==> src/rtl/fsm_vedacao.sv <==
// Capping station controller: moves the filled bottle on the conveyor, caps it,
// tracks cap stock and the number of finished bottles.
module fsm_vedacao #(
    parameter logic [25:0] TEMPO_ESTEIRA   = 26'd50000000,
    parameter logic [25:0] TEMPO_VEDACAO   = 26'd25000000,
    parameter logic [3:0]  ESTOQUE_INICIAL = 4'd5
) (
    input  logic       clk,
    input  logic       reset,
    input  logic       cmd_iniciar,
    input  logic       garrafa_cheia,
    input  logic       reabastecer,
    output logic       esteira,
    output logic       vedador_ativo,
    output logic       tarefa_concluida,
    output logic       alarme_sem_tampa,
    output logic [3:0] estoque_tampas,
    output logic [7:0] contador_garrafas
);

    localparam int unsigned TIMER_W = 26;

    typedef enum logic [2:0] {
        IDLE      = 3'd0,
        ESTEIRA   = 3'd1,
        VEDANDO   = 3'd2,
        CONCLUIDO = 3'd3,
        SEM_TAMPA = 3'd4
    } state_t;

    state_t               r_state;
    logic [TIMER_W-1:0]   r_timer;

    state_t               w_next_state;
    logic [TIMER_W-1:0]   w_next_timer;
    logic                 w_esteira_fim;
    logic                 w_vedacao_fim;

    assign w_esteira_fim = (r_state == ESTEIRA) && (r_timer == TEMPO_ESTEIRA - TIMER_W'(1));
    assign w_vedacao_fim = (r_state == VEDANDO) && (r_timer == TEMPO_VEDACAO - TIMER_W'(1));

    // Next-state and timer; the timer is zero on entry to every timed state.
    always_comb begin
        w_next_state = r_state;
        w_next_timer = '0;
        case (r_state)
            IDLE: begin
                if (cmd_iniciar && garrafa_cheia) begin
                    w_next_state = (estoque_tampas != 4'd0) ? ESTEIRA : SEM_TAMPA;
                end
            end
            ESTEIRA: begin
                if (w_esteira_fim) w_next_state = VEDANDO;
                else               w_next_timer = r_timer + TIMER_W'(1);
            end
            VEDANDO: begin
                if (w_vedacao_fim) w_next_state = CONCLUIDO;
                else               w_next_timer = r_timer + TIMER_W'(1);
            end
            CONCLUIDO: begin
                if (!cmd_iniciar) w_next_state = IDLE;
            end
            SEM_TAMPA: begin
                if (reabastecer) w_next_state = cmd_iniciar ? ESTEIRA : IDLE;
            end
            default: w_next_state = IDLE;
        endcase
    end

    // State, timer, counters; 1-bit outputs are flops decoded from the next state,
    // so they always mirror the registered state.
    always_ff @(posedge clk or negedge reset) begin
        if (!reset) begin
            r_state           <= IDLE;
            r_timer           <= '0;
            estoque_tampas    <= ESTOQUE_INICIAL;
            contador_garrafas <= 8'd0;
            esteira           <= 1'b0;
            vedador_ativo     <= 1'b0;
            tarefa_concluida  <= 1'b0;
            alarme_sem_tampa  <= 1'b0;
        end else begin
            r_state          <= w_next_state;
            r_timer          <= w_next_timer;
            esteira          <= (w_next_state == ESTEIRA);
            vedador_ativo    <= (w_next_state == VEDANDO);
            tarefa_concluida <= (w_next_state == CONCLUIDO);
            alarme_sem_tampa <= (w_next_state == SEM_TAMPA);

            // Refill wins first, then the cap used by a bottle finishing this edge.
            if (reabastecer) begin
                estoque_tampas <= w_vedacao_fim ? (ESTOQUE_INICIAL - 4'd1) : ESTOQUE_INICIAL;
            end else if (w_vedacao_fim) begin
                estoque_tampas <= estoque_tampas - 4'd1;
            end

            if (w_vedacao_fim) begin
                contador_garrafas <= contador_garrafas + 8'd1;
            end
        end
    end

endmodule

==> config.mk <==
export PLATFORM = sky130hd
export DESIGN_NAME = fsm_vedacao
export DESIGN_NICKNAME = d
export VERILOG_FILES = /design/src/rtl/fsm_vedacao.sv
export SDC_FILE = /design/constraint.sdc
export NUM_CORES = 1
export LEC_CHECK = 0
export ABC_AREA = 1
export BUFFER_PORTS_ARGS = -buffer_cell sky130_fd_sc_hd__buf_2
export CORE_ASPECT_RATIO = 1.75
export CORE_MARGIN = 5
export CORE_UTILIZATION = 54
export CTS_CLUSTER_DIAMETER = 60
export DETAILED_ROUTE_END_ITERATION = 8
export PLACE_DENSITY = 0.84
export SLEW_MARGIN = 20
export SYNTH_ARGS = -nofsm -noshare
export SYNTH_HDL_FRONTEND = slang
export SYNTH_SLANG_ARGS = --single-unit
==> constraint.sdc <==
create_clock -name clk -period 1.5 [get_ports clk]
set_input_delay 0.225 -clock clk [delete_from_list [all_inputs] [get_ports clk]]
set_output_delay 0.225 -clock clk [all_outputs]
set_load 0.02 [all_outputs]
==> results.toml <==
[logic_synthesis]
synth_top_area_cell = "dfrtp_1"
syn-cell-area_um2 = 2660
ys_ff_latch = 45
seq_area_frac_synth = 0.425
yosys.area.top_type_share = 0.405
yosys_warnings = 0
synth_cell_types = 21
synth_cells = 378
syn_nets = 387
synth_area_per_cell_um2 = 7.03
yosys-top-cells-area = "dfrtp_1, nand2_1, nor2_1"

[global_routing]
grt_pass1_wl_mm = 12.3
grt_max_degree = 27
track_usage = 0.239
grt_pass1_vias = 2906
antenna_found_initial = 0
grt_overflow_total = 0

[place]
post-place-cells = 486
gp_congestion = 0.901
post-dp-hpwl_mm = 5.20
portBuffers = 20

[timing]
hold_viol_final = 0
layout_setup_ws_ns = -0.139
tightest_slew_ns = 0.468
rsz0062_at_grt = "yes"
max_freq_mhz = 610
timing.final.crit_period_ns = 1.64
hold_ws_ns = 0.284
slew-limit-headroom = 0.688
slew_violations = 0
skew_ns = 0.00766
fin_crit_sh = 1.09
setup_viol = 36

[min_path]
hp-class = "input pin to flip-flop"
min_path_cells = 3

[die]
start_util = 0.560
core_area_um2 = 4750
dieWidth_um = 63.0
num_rows = 33
dieArea_um2 = 6480
ios = 21
die_y_um = 103

[power]
ir_drop_mv = 1.05
power_density_nw_per_um2 = 847
leakage_nw = 1.72

[route]
totalWireLength_mm = 8.93
vias_per_cell = 5.81
drc_errors = 0
drt_pass1_iterations = 6
num_vias = 2958
avgRoutedWirePerCell_um = 17.5
drt_iter0_drc = 140
ant_nets = 0

[critical_path]
slowest_stage = "dfrtp_1"
cp_max_fo = 9
slowest_delay_ns = 0.41
cp.arrival_ns = 1.83
r2r_slack_ns = -0.14
crit_chain = "inv_1, nand2_1, nor2_4, nand2_1, nor2_2, nand2_4, nand2_4, nand2_8, nand2_1, nor2_1"
crit_path_start_kind = "flip-flop"
path_common_cell = "nand2_1"
critPathKind = "flip-flop to flip-flop"
required_ns = 1.69
r2r_cells = 10
end_kind = "flip-flop"

[clocking]
tritoncts.num_buffers = 5
cts_root_buffer = "clkbuf_8"
htreeDepth = 2
cts_tree = "built"
clk_latency_ns = 0.30
clk_pin_slew_ns = 0.08
clock_path_buffers = 2
clock-sinks = 45

[flow_run]
maxCapViolCount = 0

[final_layout]
layout-drive-gt1-share = 0.291
fin_util = 0.744
area_growth_pct = 33.0
final_cells = 509
fillers = 288
fin_nets = 466
antenna_cells = 0

[status]
violations = "negative setup slack"
status = "complete, but fails checks"
-- placed cells by master, fill, tap and decap left out, types with 5 or more instances in the layout --
| cell type | synthesis | final |
|---|---|---|
| nand2_1 | 103 | 97 |
| nor2_4 | 4 | 14 |
| buf_4 | 0 | 46 |
| nor2_2 | 0 | 13 |
| nor2_1 | 91 | 68 |
| clkbuf_8 | 0 | 6 |
| inv_1 | 55 | 53 |
| nand3_1 | 20 | 14 |
| nor3_1 | 8 | 7 |
| o21ai_0 | 9 | 5 |
| nand2_2 | 3 | 6 |
| nand4_1 | 8 | 8 |
| xor2_1 | 16 | 16 |
| dfrtp_1 | 43 | 40 |
| buf_2 | 0 | 20 |
| nand3_2 | 0 | 6 |
-- Yosys cell counts, drive strengths merged --
| cell type | number |
|---|---|
| nand2 | 107 |
| nor2 | 95 |
| inv | 56 |
| dfrtp | 43 |
| nand3 | 20 |
| xor2 | 16 |
| nor3 | 9 |
| o21ai | 9 |
| nand4 | 8 |
| ha | 4 |
| xnor2 | 4 |
| dfstp | 2 |
| o31ai | 2 |
| a31o | 1 |
| buf | 1 |
| nand3b | 1 |
-- layout make-up --
class / count / area [µm²] / area share
repair buffers: 72 / 520 / 0.147
multi-input cells: 276 / 1500 / 0.423
clock buffers: 7 / 86.3 / 0.0244
flip-flops and latches: 45 / 1130 / 0.320
inverters: 56 / 223 / 0.0630
well taps: 52 / 65.1 / 0.0184
repair inverters: 1 / 11.3 / 0.00319
-- layer usage --
metal | up-vias | routed length [µm] | GRT usage
li1 | 1304 | - | -
met1 | 1380 | 2870 | 0.220
met2 | 193 | 4700 | 0.448
met3 | 81 | 554 | 0.0414
met4 | 0 | 800 | 0.199
met5 | - | 0 | 0
-- registers in the layout (all words and copies together) (netlist names) --
name	flops
estoque_tampas	4
esteira	1
r_timer	26
contador_garrafas	8
tarefa_concluida	1
alarme_sem_tampa	1
vedador_ativo	1
r_state	3
-- worst paths after layout --
check | start | to
max | r_state[2]$_DFF_PN0_ | r_timer[24]$_DFF_PN0_
min in group asynchronous | reset | estoque_tampas[3]$_DFFE_PN0P_
max reg2reg | r_state[2]$_DFF_PN0_ | r_timer[24]$_DFF_PN0_
min reg2reg | contador_garrafas[4]$_DFFE_PN0P_ | contador_garrafas[4]$_DFFE_PN0P_
max in group asynchronous | reset | r_timer[9]$_DFF_PN0_
min | cmd_iniciar | r_state[1]$_DFF_PN0_
-- critical path, delay by kind of cell, from the launching register on --
family | cells | cell delay (ns)
flip-flops | 1 | 0.41
buffers and inverters | 1 | 0.11
AND/OR/NAND/NOR | 9 | 0.99
-- stage by stage --
| step | area (µm²) | TNS (ns) | setup WS (ns) | total power, mW |
|---|---|---|---|---|
| global route | 3530 | -7.80 | -0.255 | 3.13 |
| global placement | 3100 | -0.603 | -0.0471 | 1.99 |
| finish | 3530 | -3.31 | -0.139 | 2.99 |
| floorplan | 2660 | -0.653 | -0.0661 | 1.78 |
| CTS | 3310 | -0.809 | -0.0539 | 2.83 |
| detailed placement | 3100 | -2.41 | -0.127 | 2.03 |
-- power breakdown --
group          internal [mW]  switching [mW]  total [mW]  leakage (nW)
clock network          0.366           0.414       0.781        0.0443
registers               1.30          0.0729        1.38         0.604
logic                  0.315           0.522       0.837          1.08
total                   1.98            1.01        2.99          1.72
-- cells by family after synthesis --
group	Yosys count	share of synthesized area
buf+inv	57	0.0843
fa+ha+maj	4	0.0188
compound gates	12	0.0259
xor+xnor	20	0.0659
flops	45	0.425
simple gates	240	0.380
-- repair_timing --
item / CTS / global route
pin swaps: 2 / 12
hold buffers: 1 / 0
setup endpoints to repair: 35 / 40
setup buffers: 6 / 8
gates resized for setup: 22 / 45
endpoints found under the hold margin: 17 / 0
cloned: 0 / 1
(Power assumes the default switching activity.)
